## src/rtl/m68040_bus_pkg.sv

```systemverilog
// Shared definitions for the MC68040 bus initiator: SIZ codes, FSM encoding and
// beat helpers.
package m68040_bus_pkg;

    localparam logic [1:0] SIZ_LONG = 2'b00;
    localparam logic [1:0] SIZ_BYTE = 2'b01;
    localparam logic [1:0] SIZ_WORD = 2'b10;
    localparam logic [1:0] SIZ_LINE = 2'b11;

    localparam int unsigned LINE_BEATS = 4;

    typedef enum logic [2:0] {
        StIdle,
        StArb,
        StStart,
        StData,
        StRelease
    } bus_state_e;

    function automatic logic is_line(input logic [1:0] siz);
        return siz == SIZ_LINE;
    endfunction

    function automatic logic [2:0] siz_beats(input logic [1:0] siz);
        logic [2:0] beats;
        unique case (siz)
            SIZ_LONG: beats = 3'd1;
            SIZ_BYTE: beats = 3'd1;
            SIZ_WORD: beats = 3'd1;
            SIZ_LINE: beats = 3'(LINE_BEATS);
            default:  beats = 3'd1;
        endcase
        return beats;
    endfunction

    // Lines wrap within the 16-byte line, so the index is modulo 4.
    function automatic logic [1:0] beat_index(input logic [1:0] start_lw, input logic [1:0] beat);
        return start_lw + beat;
    endfunction

endpackage

```

## src/rtl/m68040_bus_initiator_if.sv

```systemverilog
// MC68040 bus-side signals of the initiator; master is the initiator, slave is the
// responder/arbiter side.
interface m68040_bus_initiator_if;

    logic        nBR;
    logic        nBG;
    logic        nBB_IN;
    logic        nBB_OUT;
    logic        nBB_OE;
    logic        nTS;
    logic        nTIP;
    logic [31:0] A_OUT;
    logic        A_OE;
    logic [1:0]  SIZ;
    logic        RnW;
    logic [31:0] D_OUT;
    logic        D_OE;
    logic [31:0] D_IN;
    logic        nTA;
    logic        nTEA;
    logic        nTBI;

    modport master (
        output nBR, nBB_OUT, nBB_OE, nTS, nTIP, A_OUT, A_OE, SIZ, RnW, D_OUT, D_OE,
        input  nBG, nBB_IN, D_IN, nTA, nTEA, nTBI
    );

    modport slave (
        input  nBR, nBB_OUT, nBB_OE, nTS, nTIP, A_OUT, A_OE, SIZ, RnW, D_OUT, D_OE,
        output nBG, nBB_IN, D_IN, nTA, nTEA, nTBI
    );

endinterface

```

## src/rtl/m68040_bus_arbiter_req.sv

```systemverilog
// Bus request/grant/busy handshake: drives _BR while arbitrating, owns _BB during the
// transfer and drives it high for BB_RELEASE_CYCLES before tristating.
module m68040_bus_arbiter_req #(
    parameter int unsigned BB_RELEASE_CYCLES = 1
) (
    input  logic CLK40,
    input  logic nRESET,
    input  logic arb,
    input  logic own,
    input  logic rel,
    input  logic nBG,
    input  logic nBB_IN,
    output logic nBR,
    output logic nBB_OUT,
    output logic nBB_OE,
    output logic granted,
    output logic rel_done
);

    localparam int unsigned RelW = (BB_RELEASE_CYCLES > 1) ? $clog2(BB_RELEASE_CYCLES) : 1;

    logic [RelW-1:0] rel_cnt_q, rel_cnt_d;

    // Grant counts only when the previous master has also let go of _BB.
    assign granted  = arb && !nBG && nBB_IN;
    assign nBR      = !arb;
    assign nBB_OUT  = !own;
    assign nBB_OE   = own || rel;
    assign rel_done = rel && (rel_cnt_q == RelW'(BB_RELEASE_CYCLES - 1));

    always_comb begin
        rel_cnt_d = '0;
        if (rel && !rel_done) begin
            rel_cnt_d = rel_cnt_q + 1'b1;
        end
    end

    always_ff @(posedge CLK40) begin
        if (!nRESET) begin
            rel_cnt_q <= '0;
        end else begin
            rel_cnt_q <= rel_cnt_d;
        end
    end

endmodule

```

## src/rtl/m68040_bus_initiator.sv

```systemverilog
// MC68040 bus initiator: turns a request/done port into arbitrated single or line
// transfers terminated by _TA, _TEA, _TBI or a no-response timeout.
module m68040_bus_initiator
    import m68040_bus_pkg::*;
#(
    parameter int unsigned TIMEOUT_CYCLES    = 255,
    parameter int unsigned BB_RELEASE_CYCLES = 1
) (
    input  logic        CLK40,
    input  logic        nRESET,
    input  logic        REQ,
    input  logic        REQ_RnW,
    input  logic [29:0] REQ_ADDR,
    input  logic [1:0]  REQ_SIZ,
    input  logic [1:0]  REQ_BYTE,
    input  logic [31:0] REQ_WDATA,
    output logic        BEAT_ACK,
    output logic [1:0]  BEAT_IDX,
    output logic [31:0] RDATA,
    output logic        DONE,
    output logic        ERR,
    output logic        TBI_SEEN,
    m68040_bus_initiator_if.master bus
);

    localparam int unsigned ToW = $clog2(TIMEOUT_CYCLES + 1);

    bus_state_e state_q, state_d;

    logic          rnw_q, rnw_d;
    logic [29:0]   addr_q, addr_d;
    logic [1:0]    siz_q, siz_d;
    logic [1:0]    byte_q, byte_d;
    logic [1:0]    beat_cnt_q, beat_cnt_d;
    logic [ToW-1:0] to_cnt_q, to_cnt_d;
    logic          beat_ack_q, beat_ack_d;
    logic [1:0]    beat_idx_q, beat_idx_d;
    logic [31:0]   rdata_q, rdata_d;
    logic          done_q, done_d;
    logic          err_q, err_d;
    logic          tbi_q, tbi_d;

    logic arb, own, rel, granted, rel_done;
    logic line, last_beat;

    assign arb  = (state_q == StArb);
    assign own  = (state_q == StStart) || (state_q == StData);
    assign rel  = (state_q == StRelease);
    assign line = is_line(siz_q);
    assign last_beat = (({1'b0, beat_cnt_q} + 3'd1) == siz_beats(siz_q));

    m68040_bus_arbiter_req #(
        .BB_RELEASE_CYCLES (BB_RELEASE_CYCLES)
    ) u_arbiter (
        .CLK40    (CLK40),
        .nRESET   (nRESET),
        .arb      (arb),
        .own      (own),
        .rel      (rel),
        .nBG      (bus.nBG),
        .nBB_IN   (bus.nBB_IN),
        .nBR      (bus.nBR),
        .nBB_OUT  (bus.nBB_OUT),
        .nBB_OE   (bus.nBB_OE),
        .granted  (granted),
        .rel_done (rel_done)
    );

    always_comb begin
        state_d    = state_q;
        rnw_d      = rnw_q;
        addr_d     = addr_q;
        siz_d      = siz_q;
        byte_d     = byte_q;
        beat_cnt_d = beat_cnt_q;
        to_cnt_d   = to_cnt_q;
        beat_ack_d = 1'b0;
        beat_idx_d = beat_idx_q;
        rdata_d    = rdata_q;
        done_d     = 1'b0;
        err_d      = 1'b0;
        tbi_d      = 1'b0;

        unique case (state_q)
            StIdle: begin
                if (REQ) begin
                    rnw_d   = REQ_RnW;
                    addr_d  = REQ_ADDR;
                    siz_d   = REQ_SIZ;
                    // Line transfers are always longword aligned on the bus.
                    byte_d  = is_line(REQ_SIZ) ? 2'b00 : REQ_BYTE;
                    state_d = StArb;
                end
            end
            StArb: begin
                if (granted) begin
                    state_d = StStart;
                end
            end
            StStart: begin
                beat_cnt_d = '0;
                to_cnt_d   = '0;
                state_d    = StData;
            end
            StData: begin
                if (!bus.nTEA) begin
                    state_d = StRelease;
                    done_d  = 1'b1;
                    err_d   = 1'b1;
                end else if (!bus.nTA) begin
                    beat_ack_d = 1'b1;
                    beat_idx_d = beat_index(addr_q[1:0], beat_cnt_q);
                    rdata_d    = bus.D_IN;
                    beat_cnt_d = beat_cnt_q + 2'd1;
                    to_cnt_d   = '0;
                    if (last_beat) begin
                        state_d = StRelease;
                        done_d  = 1'b1;
                    end else if (line && (beat_cnt_q == 2'd0) && !bus.nTBI) begin
                        state_d = StRelease;
                        done_d  = 1'b1;
                        tbi_d   = 1'b1;
                    end
                end else if (to_cnt_q == ToW'(TIMEOUT_CYCLES - 1)) begin
                    state_d = StRelease;
                    done_d  = 1'b1;
                    err_d   = 1'b1;
                end else begin
                    to_cnt_d = to_cnt_q + 1'b1;
                end
            end
            StRelease: begin
                if (rel_done) begin
                    state_d = StIdle;
                end
            end
            default: state_d = StIdle;
        endcase
    end

    always_ff @(posedge CLK40) begin
        if (!nRESET) begin
            state_q    <= StIdle;
            rnw_q      <= 1'b1;
            addr_q     <= '0;
            siz_q      <= SIZ_LONG;
            byte_q     <= '0;
            beat_cnt_q <= '0;
            to_cnt_q   <= '0;
            beat_ack_q <= 1'b0;
            beat_idx_q <= '0;
            rdata_q    <= '0;
            done_q     <= 1'b0;
            err_q      <= 1'b0;
            tbi_q      <= 1'b0;
        end else begin
            state_q    <= state_d;
            rnw_q      <= rnw_d;
            addr_q     <= addr_d;
            siz_q      <= siz_d;
            byte_q     <= byte_d;
            beat_cnt_q <= beat_cnt_d;
            to_cnt_q   <= to_cnt_d;
            beat_ack_q <= beat_ack_d;
            beat_idx_q <= beat_idx_d;
            rdata_q    <= rdata_d;
            done_q     <= done_d;
            err_q      <= err_d;
            tbi_q      <= tbi_d;
        end
    end

    assign bus.nTS   = (state_q != StStart);
    assign bus.nTIP  = !own;
    assign bus.A_OE  = own;
    assign bus.A_OUT = {addr_q, byte_q};
    assign bus.SIZ   = siz_q;
    assign bus.RnW   = rnw_q;
    assign bus.D_OE  = (state_q == StData) && !rnw_q;
    assign bus.D_OUT = REQ_WDATA;

    assign BEAT_ACK = beat_ack_q;
    assign BEAT_IDX = beat_idx_q;
    assign RDATA    = rdata_q;
    assign DONE     = done_q;
    assign ERR      = err_q;
    assign TBI_SEEN = tbi_q;

endmodule

```

## src/flat_wrapper.sv

```systemverilog
// flat-port wrapper written by rule: the top's interface ports become plain ports
module m68040_bus_initiator_flat import m68040_bus_pkg::*;
#(
    parameter int unsigned TIMEOUT_CYCLES    = 255,
    parameter int unsigned BB_RELEASE_CYCLES = 1
)
  (CLK40, nRESET, REQ, REQ_RnW, REQ_ADDR, REQ_SIZ, REQ_BYTE, REQ_WDATA, BEAT_ACK, BEAT_IDX, RDATA, DONE, ERR, TBI_SEEN, bus_nBR, bus_nBB_OUT, bus_nBB_OE, bus_nTS, bus_nTIP, bus_A_OUT, bus_A_OE, bus_SIZ, bus_RnW, bus_D_OUT, bus_D_OE, bus_nBG, bus_nBB_IN, bus_D_IN, bus_nTA, bus_nTEA, bus_nTBI);
  m68040_bus_initiator_if bus_i ();
  input  logic CLK40;
  input  logic nRESET;
  input  logic REQ;
  input  logic REQ_RnW;
  input  logic [29:0] REQ_ADDR;
  input  logic [1:0] REQ_SIZ;
  input  logic [1:0] REQ_BYTE;
  input  logic [31:0] REQ_WDATA;
  output logic BEAT_ACK;
  output logic [1:0] BEAT_IDX;
  output logic [31:0] RDATA;
  output logic DONE;
  output logic ERR;
  output logic TBI_SEEN;
  output wire logic [$bits(bus_i.nBR)-1:0] bus_nBR;
  output wire logic [$bits(bus_i.nBB_OUT)-1:0] bus_nBB_OUT;
  output wire logic [$bits(bus_i.nBB_OE)-1:0] bus_nBB_OE;
  output wire logic [$bits(bus_i.nTS)-1:0] bus_nTS;
  output wire logic [$bits(bus_i.nTIP)-1:0] bus_nTIP;
  output wire logic [$bits(bus_i.A_OUT)-1:0] bus_A_OUT;
  output wire logic [$bits(bus_i.A_OE)-1:0] bus_A_OE;
  output wire logic [$bits(bus_i.SIZ)-1:0] bus_SIZ;
  output wire logic [$bits(bus_i.RnW)-1:0] bus_RnW;
  output wire logic [$bits(bus_i.D_OUT)-1:0] bus_D_OUT;
  output wire logic [$bits(bus_i.D_OE)-1:0] bus_D_OE;
  input wire logic [$bits(bus_i.nBG)-1:0] bus_nBG;
  input wire logic [$bits(bus_i.nBB_IN)-1:0] bus_nBB_IN;
  input wire logic [$bits(bus_i.D_IN)-1:0] bus_D_IN;
  input wire logic [$bits(bus_i.nTA)-1:0] bus_nTA;
  input wire logic [$bits(bus_i.nTEA)-1:0] bus_nTEA;
  input wire logic [$bits(bus_i.nTBI)-1:0] bus_nTBI;
  assign bus_nBR = bus_i.nBR;
  assign bus_nBB_OUT = bus_i.nBB_OUT;
  assign bus_nBB_OE = bus_i.nBB_OE;
  assign bus_nTS = bus_i.nTS;
  assign bus_nTIP = bus_i.nTIP;
  assign bus_A_OUT = bus_i.A_OUT;
  assign bus_A_OE = bus_i.A_OE;
  assign bus_SIZ = bus_i.SIZ;
  assign bus_RnW = bus_i.RnW;
  assign bus_D_OUT = bus_i.D_OUT;
  assign bus_D_OE = bus_i.D_OE;
  assign bus_i.nBG = bus_nBG;
  assign bus_i.nBB_IN = bus_nBB_IN;
  assign bus_i.D_IN = bus_D_IN;
  assign bus_i.nTA = bus_nTA;
  assign bus_i.nTEA = bus_nTEA;
  assign bus_i.nTBI = bus_nTBI;
  m68040_bus_initiator #(.TIMEOUT_CYCLES(TIMEOUT_CYCLES), .BB_RELEASE_CYCLES(BB_RELEASE_CYCLES)) u_core (.CLK40(CLK40), .nRESET(nRESET), .REQ(REQ), .REQ_RnW(REQ_RnW), .REQ_ADDR(REQ_ADDR), .REQ_SIZ(REQ_SIZ), .REQ_BYTE(REQ_BYTE), .REQ_WDATA(REQ_WDATA), .BEAT_ACK(BEAT_ACK), .BEAT_IDX(BEAT_IDX), .RDATA(RDATA), .DONE(DONE), .ERR(ERR), .TBI_SEEN(TBI_SEEN), .bus(bus_i));
endmodule
```

## config.mk

```make
export PLATFORM = sky130hd
export DESIGN_NAME = m68040_bus_initiator_flat
export DESIGN_NICKNAME = d
export VERILOG_FILES = /design/src/rtl/m68040_bus_pkg.sv /design/src/rtl/m68040_bus_initiator_if.sv /design/src/rtl/m68040_bus_arbiter_req.sv /design/src/rtl/m68040_bus_initiator.sv /design/src/flat_wrapper.sv
export SDC_FILE = /design/constraint.sdc
export NUM_CORES = 1
export LEC_CHECK = 0
export CAP_MARGIN = 10
export CELL_PAD_IN_SITES_DETAIL_PLACEMENT = 1
export CELL_PAD_IN_SITES_GLOBAL_PLACEMENT = 1
export CORE_UTILIZATION = 27
export CTS_BUF_LIST = sky130_fd_sc_hd__clkbuf_4
export DETAILED_ROUTE_END_ITERATION = 7
export GPL_TIMING_DRIVEN = 0
export PLACE_DENSITY_LB_ADDON = 0.1
export SLEW_MARGIN = 10
export SYNTH_ARGS = -nofsm -noshare
export SYNTH_HDL_FRONTEND = slang
export SYNTH_HIERARCHICAL = 1
export SYNTH_SLANG_ARGS = --single-unit
export TNS_END_PERCENT = 5
```

## constraint.sdc

```tcl
create_clock -name CLK40 -period 2.51 [get_ports CLK40]
set_input_delay 0.502 -clock CLK40 [delete_from_list [all_inputs] [get_ports CLK40]]
set_output_delay 0.502 -clock CLK40 [all_outputs]
set_load 0.02 [all_outputs]
```

# --- After elaboration in Yosys (flattened, before gate mapping) ---
# Index checks and enable logic that the tools add are counted.
op_classes:
  n_reduce_logical: 29
  n_eq_ne: 19
  multipliers: 0
  n_bitwise: 5
  n_shift: 0
  order_cmp: 0
  muxes: 26
  add_sub_neg: 5
  n_div: 0
op_table:
  columns: ["cell", "count"]
  rows:
  - ["2-to-1 mux 3 bit", 8]
  - ["2-to-1 mux 8 bit", 3]
  - ["one-hot mux 8 bit (2 select lines)", 1]
  - ["one-hot mux 3 bit (5 select lines)", 1]
  - ["AND reduction 3 bit", 4]
  - ["adder 8 x 1 -> 8 bit, second input constant", 1]
  - ["== test 8 bit, second input constant", 1]
  - ["2-to-1 mux 1 bit", 8]
  - ["logical AND 1 bit", 7]
  - ["== test 2 bit, second input constant", 3]
  - ["== test 3 x 2 -> 1 bit, second input constant", 2]
  - ["zero test 1 bit", 6]
  - ["2-to-1 mux 2 bit", 3]
  - ["!= test 2 bit, second input constant", 3]
  - ["one-hot mux 3 bit (2 select lines)", 1]
  - ["AND reduction 2 bit", 3]
  - ["!= test 5 x 4 -> 1 bit, second input constant", 1]
  - ["NOT 1 bit", 5]
  - ["AND reduction 5 bit", 1]
  - ["OR reduction 5 bit", 1]
  - ["zero test 2 bit", 2]
  - ["!= test 2 x 1 -> 1 bit, second input constant", 2]
  - ["!= test 4 bit, second input constant", 1]
  - ["one-hot mux 2 bit (2 select lines)", 1]
  - ["14 further kinds", 15]
word_totals:
  in_bits: 107
  out_inout_bits: 112
  rom_bits: 0
  ramBits: 0
  regBits: 87
  latchBits: 0
  word_cells: 98
  n_memories: 0

# --- Logic depth before layout (Yosys ltp) ---
# Gate-level depths: netlist of run 1.
logic_depth:
  word_depth: 8
  depth_mapped: 8
  mapped_depth_nobuf: 7

# --- Cells and area by module ---
# The synthesis of run 1 kept the hierarchy.
modules_own_cells:
  columns: ["mod", "area_per_inst_um2", "n_inst", "seq_area_each_um2", "cells_per_inst"]
  rows:
  - ["m68040_bus_initiator", 3697.3, 1, 1721.7, 441]
  - ["m68040_bus_arbiter_req", 52.6, 1, 20.0, 7]

# --- Least setup slack after synthesis of run 1 ---
# OpenSTA, ideal clock, no wires.
synth_path:
  kind: "register -> output"
  from: "register u_core.state_q[2]"
  to: "output bus_D_OE"
  arrival_ps: 1394
  required_time_ps: 2008
  path_buffers: 1
  path_stages_with_launch: 5
  path_slack_ps: 614
  path_cell_list: "dfxtp_1 > buf_6 > and2b_2 > inv_1 > nor3_1"
synth_via:
  elab_chain_len: 2
synth_lines:
  columns: ["item", "line_no", "rtl"]
  rows:
  - ["from (decl)", "m68040_bus_initiator.sv:28", "bus_state_e state_q, state_d;"]
  - ["from (signal assigned)", "m68040_bus_initiator.sv:143", "state_q <= StIdle;"]
  - ["from (signal assigned)", "m68040_bus_initiator.sv:157", "state_q <= state_d;"]
  - ["== test 3 x 2 -> 1 bit", "m68040_bus_initiator.sv:179", "assign bus.D_OE = (state_q == StData) && !rnw_q;"]
  - ["logical AND 1 bit", "m68040_bus_initiator.sv:179", null]
  - ["to (decl)", "flat_wrapper.sv:33", "output wire logic [$bits(bus_i.D_OE)-1:0] bus_D_OE;"]
# Every way passes these cells.

# --- Worst setup path after layout of run 1 ---
layout_path:
  from: "register u_core.state_q[2]"
  to: "output bus_A_OE"
layout_via:
  elab_chain_len: 2
  elab_cells_between_ends: 3
  cone_classes: "eq/ne: 2; reduce/logical: 1"
layout_lines:
  columns: ["item", "line_no", "rtl"]
  rows:
  - ["== test 3 x 2 -> 1 bit", "m68040_bus_initiator.sv:47", "assign own = (state_q == StStart) || (state_q == StData);"]
  - ["logical OR 1 bit *", "m68040_bus_initiator.sv:47", null]
  - ["to (decl)", "flat_wrapper.sv:29", "output wire logic [$bits(bus_i.A_OE)-1:0] bus_A_OE;"]
# Every way passes the cells marked *; elsewhere a longest branch is shown, timed or not.

==> results of run 1 <==
## kinds of logic after synthesis
logic type,count (synthesis),synth area share [%]
buf+inv,66,10.41
fa+ha+maj,5,1.668
compound gates,94,18.52
mux,1,0.2669
flops,87,46.45
other cells,1,0.1000
simple gates,189,21.42
xor+xnor,5,1.168
## flip-flops by register name (all words and copies together) (netlist names), 2 cells and up
signal and flops:
u_core/BEAT_IDX 2, u_core/RDATA 32, u_core/addr_q 30, u_core/beat_cnt_q 2
u_core/bus.SIZ 2, u_core/byte_q 2, u_core/state_q 3, u_core/to_cnt_q 8
## metrics by stage
| step | setup slack (ns) | std cells |
|---|---|---|
| floorplan | 0.6144 | 448 |
| global placement | 0.2880 | 810 |
| global route | 0.03798 | 826 |
| finish | 0.1608 | 826 |
| CTS | 0.005211 | 826 |
| detailed placement | 0.2542 | 810 |
## area by class of cell
| type | instances | area share [%] |
|---|---|---|
| Clock inverter | 4 | 0.7747 |
| Inverter | 10 | 0.6281 |
| Multi-Input combinational cell | 295 | 27.18 |
| Sequential cell | 87 | 29.17 |
| Timing Repair Buffer | 186 | 31.16 |
| Clock buffer | 12 | 1.508 |
| Buffer | 56 | 5.905 |
| Tap cell | 176 | 3.685 |
## metal layers
layer  routed length, um  vias to the layer above
li1                    -                     1825
met1                4686                     1691
met2                5196                      147
met3                1226                        6
met4                  87                        0
met5                   0                        -
## how the worst max path moves through the flow
stage | from | end | depth (start not counted)
finish | u_core/state_q[2] | bus_A_OE | 3
global route | u_core/state_q[2] | bus_D_OE | 5
CTS | u_core/state_q[2] | bus_nTIP | 4
detailed placement | nRESET | u_core/BEAT_IDX[1] | 4
global placement | bus_nTEA | u_core/state_q[1] | 5
floorplan | u_core/state_q[2] | bus_D_OE | 4
## what timing repair did
action | in CTS | in global routing
setup endpoints to repair | 3 | 3
gates resized for setup | 3 | 3
setup buffers | 0 | 0
## power breakdown
| group | total (uW) | internal, uW | leakage [uW] | switching (uW) |
|---|---|---|---|---|
| clock network | 802 | 333 | 0.0000750 | 469 |
| registers | 1520 | 1460 | 0.000707 | 55.4 |
| logic | 864 | 432 | 0.00143 | 432 |
## worst register-to-register path: stages, from the launching register on
cell and delay [ns]:
dfxtp_1 0.42, inv_1 0.09, ha_1 0.20, nand3_1 0.21, o211ai_4 0.15, or4_1 0.49, a21oi_1 0.16
## cells in the final DEF, fill, tap and decap left out, drive strengths merged, types with 5 or more instances in the layout
master / synthesis / layout
a21boi: 68 / 68
nand2: 147 / 147
ha: 5 / 5
clkdlybuf4s50: 0 / 183
buf: 44 / 44
clkbuf: 12 / 24
or3: 5 / 5
a21oi: 8 / 8
nand3: 9 / 9
inv: 10 / 10
o21ai: 8 / 8
dfxtp: 87 / 87
nor2: 6 / 6
==> flow_summary_export.csv, run 1 <==
group,metric,value,unit
global_routing,grt_pass1_vias,3695,
finish,antenna_cells,0,
timing,fmax,0.4257,GHz
cts,clk_pin_slew,0.12,ns
logic_synthesis,synth_seq_cells,87,
global_routing,grt_util_met1,17.85,%
setup_path,reg2regPathDepth,6,
timing,finalSetupViolCount,0,
logic_synthesis,avgSynthCellArea,8.370,um^2
cts,clock-root-buffer,"clkbuf_4",
drt,routed_wl,11200,um
setup_path,start_kind,"register",
logic_synthesis,syn-cell-area,3750,um^2
logic_synthesis,async_flop_share,0,%
finish,seq_area,1743,um^2
drt,drt_iter0_markers,66,
setup_path,crit_required,2.01,ns
drt,vias,3669,
setup_path,critPathTopFamily,"buffers and inverters",
global_routing,grt-ovfl-total,0,
flow_run,cap_violations,0,
finish,final_cell_area,5976,um^2
logic_synthesis,synth_cells,448,
finish,multi_input_area,1624,um^2
timing,rsz0062_at_grt,"no",
global_routing,grt_pass1_wl,17950,um
floorplan,start_util,27.98,%
setup_path,r2r-start,"u_core/to_cnt_q[0]",
setup_path,critical-path-slowest-cell,"clkdlybuf4s50_1",
logic_synthesis,ys.flop_type,"dfxtp_1",
cts,cts_hold_buffers,0,
floorplan,die_area,14360,um^2
place,placed_cell_area,5832,um^2
cts,numCtsBuffers,9,
power,vdd_drop_max,0.0003330,V
setup_path,crit_type,"register to output port",
timing,finalCritPeriodShare,93.59,%
finish,fill_cells,1575,
logic_synthesis,synth_top_area_cell,"dfxtp_1",
power,power,3183,uW
min_path,holdPathStages,2,
setup_path,reg2reg_slack,0.73,ns
timing,fin_tns_setup,0,ns
power,power.leakage,0.002213,uW
cts,insertion_delay,0.45,ns
finish,num-nets-final,757,
global_routing,antenna_found_initial,0,
setup_path,crit_buf_inv,2,
min_path,hold_path_startpoint,"u_core/RDATA[3]",
logic_synthesis,ys_seq_area_share,46.45,%
global_routing,grt_max_degree,14,
drt,dr.pass1.iters,4,
drt,ant_nets,0,
cts,h-tree-depth,3,
timing,skew,0.01019,ns
logic_synthesis,synth_nets,560,
power,powerDensity,532.6,nW/um^2
floorplan,core.rowCount,42,
min_path,hold_end,"u_core/RDATA[3]",
finish,drive_gt1_share,10.00,%
logic_synthesis,yosys-top-cells-area,"dfxtp_1, nand2_1, a21boi_0",
floorplan,die_x,119.9,um
logic_synthesis,yosysTopAreaCellShare,46.45,%
outcome,outcome,"finished clean",
setup_path,path_cells,"buf_6, and2b_4, clkdlybuf4s50_1",
place,hpwlAfterDp,8681,um
setup_path,reg2reg_to,"u_core/to_cnt_q[7]",
logic_synthesis,yosys_warnings,6,
logic_synthesis,yosysMostFrequentCell,"nand2_1",
place,gp_congestion,0.7442,
timing,hold_viol_final,0,
setup_path,max_stage_delay,0.63,ns
cts,clock_sinks,87,
min_path,hp-class,"register to register",
global_routing,grt_use_met2,26.59,%
logic_synthesis,synth.distinct_cells,43,
floorplan,io_pins,219,
cts,cts_buffer_depth,2,
drt,post-route-drc-count,0,
timing,min_period,2.349,ns
logic_synthesis,synth_edf_count,0,
finish,utilization,44.59,%
setup_path,endpoint_kind,"output port",
global_routing,busiest_layer,"met2",
setup_path,cp_max_fo,9,
global_routing,use_met3,7.652,%
drt,vias_per_cell,4.442,
floorplan,fp.coreArea,13400,um^2
logic_synthesis,synth_commonest_cells,"nand2_1, dfxtp_1, a21boi_0",
finish,area_growth,59.36,%
drt,wire_per_inst,13.55,um
timing,worst_hold_slack,0.4584,ns
setup_path,worst-endpoint-arrival,1.85,ns
place,port_buffers,186,
timing,drv_slew,0,
cts,cts_tree,"yes",
global_routing,grt_usage,15.95,%
floorplan,die_y,119.9,um
No activity file was read; power rests on OpenSTA's default activity.
==> run 2: changes to the inputs <==
- TNS_END_PERCENT: 5 -> 100
==> results of run 2 <==
Same layout as run 1: the final DEF is identical, and so are final timing and power.
==> run 3: changes to the inputs <==
- clock period: 2.51 -> 2.7 ns (I/O delays scaled with it)
==> run 3 against run 2 <==
  * Clock skew about the same
  * Setup slack better by 0.0087 ns
  * Count of clock-buffer cells in the layout unchanged
  * Power down 7.1%
  * Sequential cell count is the same
  * Highest routed layer unchanged
  * Sequential power fell by 7%
  * Critical path depth up 1
  * Wire length is essentially flat
  * Critical path type unchanged
  * First-iteration DRC count increased by 11%
  * Sequential share of layout area is essentially flat
==> flow_summary_export.csv, run 3 (synthesized netlist as in run 1, its figures left out) <==
group,metric,value,unit
cts,cts_hold_buffers,0,
power,power.leakage,0.002205,uW
setup_path,crit_type,"register to output port",
min_path,hold_end,"u_core/RDATA[3]",
timing,worst_hold_slack,0.4592,ns
drt,dr.pass1.iters,4,
cts,clock_sinks,87,
drt,wire_per_inst,13.57,um
outcome,outcome,"finished clean",
power,vdd_drop_max,0.0003076,V
global_routing,grt-ovfl-total,0,
finish,multi_input_area,1618,um^2
finish,antenna_cells,0,
power,power,2957,uW
floorplan,io_pins,219,
setup_path,path_cells,"inv_1, nor3_1, inv_1, clkdlybuf4s50_1",
setup_path,crit_required,2.16,ns
finish,largest_reg_flops,32,
timing,fin_tns_setup,0,ns
power,p_seq_share,47.6,%
min_path,hold_path_startpoint,"u_core/RDATA[3]",
power,p_switching,888.2,uW
finish,layout_common_cells,"clkdlybuf4s50_1, nand2_1, dfxtp_1",
cts,clock-root-buffer,"clkbuf_4",
timing,finalCritPeriodShare,93.72,%
global_routing,grt_pass1_wl,17950,um
setup_path,max_stage_delay,0.55,ns
cts,cts_tree,"yes",
place,port_buffers,186,
power,netSwitchingFraction,30.03,%
timing,min_period,2.530,ns
timing,finalSetupViolCount,0,
place,placed_cells,810,
power,powerDensity,495.6,nW/um^2
drt,vias_per_cell,4.436,
cts,numCtsBuffers,9,
setup_path,reg2reg_slack,0.92,ns
drt,ant_nets,0,
cts,cts_setup_buffers,0,
flow_run,cap_violations,0,
timing,drv_slew,0,
floorplan,die_area,14360,um^2
finish,drive_gt1_share,9.692,%
setup_path,r2r-start,"u_core/to_cnt_q[0]",
finish,area_growth,59.13,%
power,combPwrFrac,27.2,%
finish,layout.cells.non_filler,826,
floorplan,die_y,119.9,um
power,clkPwrFrac,25.2,%
timing,hold_viol_final,0,
drt,drt_iter0_markers,73,
floorplan,die_x,119.9,um
place,gp_congestion,0.7442,
global_routing,grt_usage,15.95,%
drt,vias,3664,
min_path,hp-class,"register to register",
drt,routed_wl,11210,um
min_path,holdPathStages,2,
drt,post-route-drc-count,0,
setup_path,cpMostUsedCell,"inv_1",
cts,cts_buffer_depth,2,
finish,seq_area,1742,um^2
floorplan,start_util,27.98,%
setup_path,worst-endpoint-arrival,1.99,ns
timing,fmax,0.3952,GHz
floorplan,core.rowCount,42,
cts,h-tree-depth,3,
finish,utilization,44.53,%
place,hpwlAfterDp,8681,um
setup_path,reg2reg_to,"u_core/to_cnt_q[7]",
setup_path,reg2regPathDepth,6,
global_routing,antenna_found_initial,0,
power,p_int,2069,uW
finish,fill_cells,1575,
setup_path,critPathTopFamily,"buffers and inverters",
global_routing,grt_max_degree,14,
setup_path,critical-path-slowest-cell,"clkdlybuf4s50_1",
timing,skew,0.01057,ns
timing,rsz0062_at_grt,"no",
cts,insertion_delay,0.45,ns
setup_path,cp_max_fo,6,
setup_path,start_kind,"register",
cts,clk_pin_slew,0.12,ns
global_routing,grt_pass1_vias,3695,
cts,cts_resized,1,
floorplan,fp.coreArea,13400,um^2
setup_path,crit_buf_inv,3,
finish,num-nets-final,757,
finish,final_common_cell,"clkdlybuf4s50_1",
setup_path,endpoint_kind,"output port",
[run 3: power by group through the flow]
stage,Combinational [uW],Sequential [uW],Clock (uW)
after CTS,816,1410,799
after global routing,874,1420,838
after global placement,803,1430,0
after detailed placement,812,1440,0
final,803,1410,746
after floorplan,336,1500,0
[run 3: how the worst max path moves through the flow]
stage | startpoint | to | slack [ns] | cells past startpoint
3_3_place_gp | bus_nTEA | u_core/state_q[1] | 0.44 | 5
2_1_floorplan | u_core/state_q[2] | bus_D_OE | 0.77 | 4
4_1_cts | u_core/state_q[0] | bus_nBR | 0.09 | 4
6_report | u_core/state_q[0] | bus_nBR | 0.17 | 4
5_1_grt | u_core/state_q[0] | bus_nBR | 0.004 | 4
3_5_place_dp | nRESET | u_core/BEAT_IDX[1] | 0.41 | 4
[run 3: final cells by class]
cell class              instances  share of cell area [%]
repair buffers                186                   31.18
flip-flops and latches         87                   29.19
multi-input cells             295                   27.11
plain buffers                  56                   5.913
well taps                     176                   3.690
clock buffers                  12                   1.510
clock inverters                 4                  0.7758
inverters                      10                  0.6291
[run 3: metrics by stage]
step | setup WS, ns | instance area, um^2
after global routing | 0.003640 | 5967
final | 0.1695 | 5967
after detailed placement | 0.4062 | 5832
after floorplan | 0.7664 | 3750
after global placement | 0.4400 | 5832
after CTS | 0.09204 | 5967
[run 3: worst reg2reg max path, cell delays in order (launching register included)]
cell	delay, ns
dfxtp_1	0.42
inv_1	0.09
ha_1	0.20
nand3_1	0.20
o211ai_4	0.15
or4_1	0.48
a21oi_1	0.17
[run 3: metal layers]
metal / routed length [um] / GRT usage, % / part of all wire (%) / up-vias
met4: 87 / 4.922 / 0.78 / 0
li1: - / - / - / 1826
met1: 4683 / 17.85 / 42 / 1683
met3: 1236 / 7.652 / 11 / 6
met2: 5199 / 26.59 / 46 / 149
met5: 0 / 0 / 0 / -
==> patch 1 (config.mk and constraints of run 3) <==
`TIMEOUT_CYCLES` is set to 255 in 2 places; all go to 510.
--- a/src/rtl/m68040_bus_initiator.sv
+++ b/src/rtl/m68040_bus_initiator.sv
@@ -5,3 +5,3 @@
 #(
-    parameter int unsigned TIMEOUT_CYCLES    = 255,
+    parameter int unsigned TIMEOUT_CYCLES    = 510,
     parameter int unsigned BB_RELEASE_CYCLES = 1
--- a/src/flat_wrapper.sv
+++ b/src/flat_wrapper.sv
@@ -3,3 +3,3 @@
 #(
-    parameter int unsigned TIMEOUT_CYCLES    = 255,
+    parameter int unsigned TIMEOUT_CYCLES    = 510,
     parameter int unsigned BB_RELEASE_CYCLES = 1
Check against the original RTL: same outputs for any inputs over 4 cycles, from zero or initial values and one cycle with nRESET low; that may be too few to reach the edited logic, so the function may still have changed.
==> patch 1 against run 3 <==
  * Worst setup slack worse by 32 ps
  * Design area is 1.0% higher
  * Wire length is 5.5% higher
  * Global-route usage is 0.19 points higher
  * Total power is 23% higher
  * Register-to-register slack worse by 200 ps
  * Sequential power is 8% higher
  * Via count is 0.55% lower
  * Sequential cell count is 1 higher
  * Synthesized area is 2.0% higher
  * Critical path type unchanged
==> patch 1: results (changes against run 3) <==
* Place WS at 377 ps (-28.9 ps)
* Antenna cells at 0 (unchanged)
* Synth area leaders: dfxtp_1, nand2_1, a21boi_0
* Worst hold path class: in2reg
* CP arrival at 2020 ps (+30 ps)
* Combinational power at 1.38 mW (+72%)
* Reg2reg path depth at 8 (+2)
* GP Congestion at 0.764 (+2.7%)
* Max FFs per register at 32 (unchanged)
* Critical-path top delay cell: clkdlybuf4s50_1
* Cell Int Power at 2.35 mW (+14%)
* DR vias at 3644 (-0.55%)
* GRT Total Usage at 0.161 (+0.00188)
* Post-synth top cells: nand2_1, dfxtp_1, a21boi_0
* Placed Cells at 818 (+0.99%)
* Drt pass-1 iters at 4 (unchanged)
* H-tree Lvls at 3 (unchanged)
* Switching power total at 1.28 mW (+44%)
* Vias in the first global route at 3665 (-0.81%)
* Nets at 761 (+0.53%)
* DRT iter0 DRCs at 109 (+49%)
* Post-Syn Nets at 565 (+0.89%)
* Clk_skew at 21.4 ps (+10.8 ps)
* Final HPWL DP at 9250 um (+6.6%)
* Total CTS buffers at 9 (unchanged)
* Sequential power share at 0.419 (-0.057)
* Mux cell area share after synthesis at 0.00523 (+0.00256)
* Status: completed
* Root Buffer: clkbuf_4
* Ys flop type: dfxtp_1
* Largest net degree at the start of global routing at 14 (unchanged)
* Initial antenna violation count at 0 (unchanged)
* Post-Synth Adder-Cell Area at 0.0164 (-0.000327)
* CP max FO at 9 (+3)
* Cts repair resizes at 0 (-1)
* Compound-gate portion of the synthesized area at 0.178 (-0.00723)
* Final core occ at 0.436 (-0.00931)
* Async SR Flop Fraction at 0 (unchanged)
* Sequential share of the synthesized area at 0.461 (-0.00388)
* Share of cells above drive strength 1 at 0.104 (+0.00721)
* Fin cells at 833 (+0.85%)
* Max rail drop VDD at 0.315 mV (+2.3%)
* Clk Latency, worst-skew pair at 450 ps (about the same)
* Syn Area/Cell at 8.44 sq um (+0.88%)
* WL final at 11800 um (+5.5%)
* Lkg Pwr at 2.19 nW (-0.68%)
* Max clock buf depth at 2 (unchanged)
* Layout fillers at 1631 (+3.6%)
* Xor/xnor cell area share of the yosys netlist at 0.0252 (+0.0135)
* Distinct cells, synth at 43 (unchanged)
* Port buffer count at 185 (-0.54%)
* Largest stage delay, worst path at 540 ps
* First-pass GRT wire length at 18200 um (+1.5%)
* Crit path max-delay family: buffers and inverters
* Placed cell area at 5900 sq um (+1.2%)
* Clock transition at path regs at 150 ps (+30 ps)
-- patch 1: cell count changes after synthesis, moves of 3 or more --
cell | run 3 | this run
a21boi_0 | 37 | 66
a21oi_1 | 8 | 5
a21boi_1 | 31 | 4
inv_1 | 10 | 5
o21ai_0 | 6 | 2
or3_1 | 5 | 0
xnor2_1 | 3 | 9
nor2_1 | 6 | 15
nand2_1 | 146 | 150
-- patch 1: logic make-up (layout without fill, tap and decap cells) --
kind of cell,after synthesis,count (layout)
flip-flops,88,88
AO/OA/AOI/OAI,86,86
buffers and inverters,62,262
adder cells (fa/ha/maj),5,5
multiplexers,2,2
AND/OR/NAND/NOR,198,198
XOR/XNOR,11,11
other,1,1
-- patch 1: worst paths after layout --
| kind | slack, ps | endpoint | from |
|---|---|---|---|
| worst min register to register | 470 | u_core/RDATA[31] | u_core/RDATA[31] |
| worst min-delay path | 470 | u_core/RDATA[15] | nRESET |
| worst max register to register | 720 | u_core/state_q[1] | u_core/state_q[0] |
| worst max-delay path | 140 | bus_nBB_OE | u_core/state_q[2] |
-- patch 1: cell type report --
type | instances | share of cell area
Sequential cell | 88 | 0.292
Buffer | 55 | 0.0577
Clock inverter | 5 | 0.00809
Multi-Input combinational cell | 303 | 0.280
Inverter | 7 | 0.00436
Tap cell | 180 | 0.0374
Clock buffer | 10 | 0.0125
Timing Repair Buffer | 185 | 0.308
-- patch 1: layer usage --
| metal | vias up | wire length [um] | GRT usage |
|---|---|---|---|
| li1 | 1826 | - | - |
| met1 | 1672 | 5250 | 0.198 |
| met2 | 132 | 5560 | 0.271 |
| met3 | 14 | 858 | 0.0428 |
| met4 | 0 | 155 | 0.0579 |
| met5 | - | 0 | 0 |
==> patch 2 (settings of run 3) <==
Without the edit above. Encoding of `bus_state_e`: now one-hot (5 bits for 5 states).
--- a/src/rtl/m68040_bus_pkg.sv
+++ b/src/rtl/m68040_bus_pkg.sv
@@ -11,8 +11,8 @@
 
-    typedef enum logic [2:0] {
-        StIdle,
-        StArb,
-        StStart,
-        StData,
-        StRelease
+    typedef enum logic [4:0] {
+        StIdle    = 5'b00001,
+        StArb     = 5'b00010,
+        StStart   = 5'b00100,
+        StData    = 5'b01000,
+        StRelease = 5'b10000
     } bus_state_e;
Function: no difference found for any inputs over 4 cycles, from zero or initial values and one cycle with nRESET low; so few cycles prove little.
==> patch 2 against run 3 <==
  * Total power is 3.9% lower
  * Worst setup slack worse by 27 ps
  * Critical endpoint is now bus_D_OE
  * Synthesized area is 2.2% higher
  * Sequential cell count is 2 higher
  * Critical path type unchanged
  * Wire length is 7.8% higher
  * Combinational power is 24% lower
  * Clock power is 11% higher
  * Design area is 2.6% higher
==> patch 2: results (changes against run 3) <==
* CP arrival at 2020 ps (+30 ps)
* Final HPWL DP at 9190 um (+5.9%)
* RR Endpoint: u_core/state_q[2]
* Synth area leaders: dfxtp_1, nand2_1, a21boi_0
* Status: completed
* Nets at 773 (+2.1%)
* Clock transition at path regs at 140 ps (+20 ps)
* WL final at 12100 um (+7.8%)
* Sequential share of the synthesized area at 0.465 (+0.000591)
* Hold Crit Endpoint: u_core/RDATA[27]
* First-pass GRT wire length at 19100 um (+6.2%)
* Post-synth top cells: nand2_1, dfxtp_1, a21boi_0
* GRT Total Usage at 0.168 (+0.00867)
* Place WS at -311 ps (-718 ps)
* Setup ws final at 142 ps (-27.2 ps)
* DRT iter0 DRCs at 94 (+29%)
* Worst slew margin at 0.477
* Reg2reg path depth at 8 (+2)
* GP Congestion at 0.745 (+0.16%)
* Max rail drop VDD at 0.227 mV (-26%)
* Clk_skew at 13.9 ps (+3.28 ps)
* R2R setup slack at 310 ps (-610 ps)
* Share of cells above drive strength 1 at 0.111 (+0.0142)
* H-tree Lvls at 3 (unchanged)
* Root Buffer: clkbuf_4
* Port buffer count at 185 (-0.54%)
* Post-Syn Nets at 570 (+1.8%)
* Lkg Pwr at 2.22 nW (+0.59%)
* Worst R2R Start: u_core/state_q[3]
* Layout fillers at 1653 (+5.0%)
* DR vias at 3785 (+3.3%)
* Hold Crit Start: u_core/RDATA[27]
==> patch 2: metal layers <==
metal | vias to the layer above | GRT usage | routed length [um]
met5 | - | 0 | 0
met4 | 0 | 0.0687 | 197
met3 | 15 | 0.0479 | 963
met2 | 143 | 0.271 | 5490
met1 | 1744 | 0.209 | 5430
li1 | 1883 | - | -
==> patch 2: how the worst max path moves through the flow <==
stage                            from         end  cells past startpoint
floorplan           u_core/state_q[4]  bus_nBB_OE                      6
global placement    u_core/state_q[4]  bus_nBB_OE                      7
detailed placement  u_core/state_q[4]  bus_nBB_OE                      7
CTS                 u_core/state_q[4]    bus_A_OE                      6
global route        u_core/state_q[4]     bus_nTS                      7
finish              u_core/state_q[4]    bus_D_OE                      6
==> patch 2: kinds of logic after synthesis <==
| family | share of synthesized area |
|---|---|
| buffers and inverters | 0.101 |
| flip-flops | 0.465 |
| adder cells (fa/ha/maj) | 0.0163 |
| other | 0.000979 |
| AND/OR/NAND/NOR | 0.233 |
| XOR/XNOR | 0.00915 |
| AO/OA/AOI/OAI | 0.174 |
==> patch 2: power by group <==
| group | leakage, nW | internal, mW | switching (mW) | total [mW] |
|---|---|---|---|---|
| registers | 0.723 | 1.37 | 0.0346 | 1.40 |
| clock network | 0.0824 | 0.367 | 0.458 | 0.825 |
| logic | 1.41 | 0.319 | 0.294 | 0.613 |
| total | 2.22 | 2.06 | 0.787 | 2.84 |
==> patch 2: cell type report <==
cell class                 count  area (sq um)  share of cell area
buffer                        56           350              0.0572
clock buffer                   9          67.6              0.0110
clock inverter                 7          85.1              0.0139
inverter                      10          37.5             0.00613
multi-input combinational    303          1690               0.276
sequential                    89          1790               0.292
tap                          180           225              0.0368
timing repair buffer         192          1880               0.307
==> patch 2: per-stage QoR <==
| stage | utilization | power (mW) | hold slack [ps] | instance area, sq um | cells |
|---|---|---|---|---|---|
| 4_1_cts | 0.441 | 2.90 | 467 | 6120 | 845 |
| 5_1_grt | 0.441 | 3.00 | 490 | 6120 | 846 |
| 3_5_place_dp | 0.426 | 2.05 | 458 | 5910 | 823 |
| 3_3_place_gp | 0.426 | 2.03 | 451 | 5910 | 823 |
| 6_report | 0.441 | 2.84 | 470 | 6120 | 846 |
| 2_1_floorplan | - | 1.72 | 474 | 3830 | 458 |
==> patch 2: critical path, cell delays in order, from the launching register on <==
cell     delay, ps
dfxtp_2        340
or3_1          370
buf_6          150
nor3b_4        260
buf_4          150
nor2b_1        110
buf_2          170
==> patch 2: timing repair <==
action | CTS | global route
pin swaps | 2 | 2
gates resized for setup | 23 | 6
endpoints found under the setup margin | 7 | 7
buffers inserted | 6 | 1
hold buffers | 0 | 0
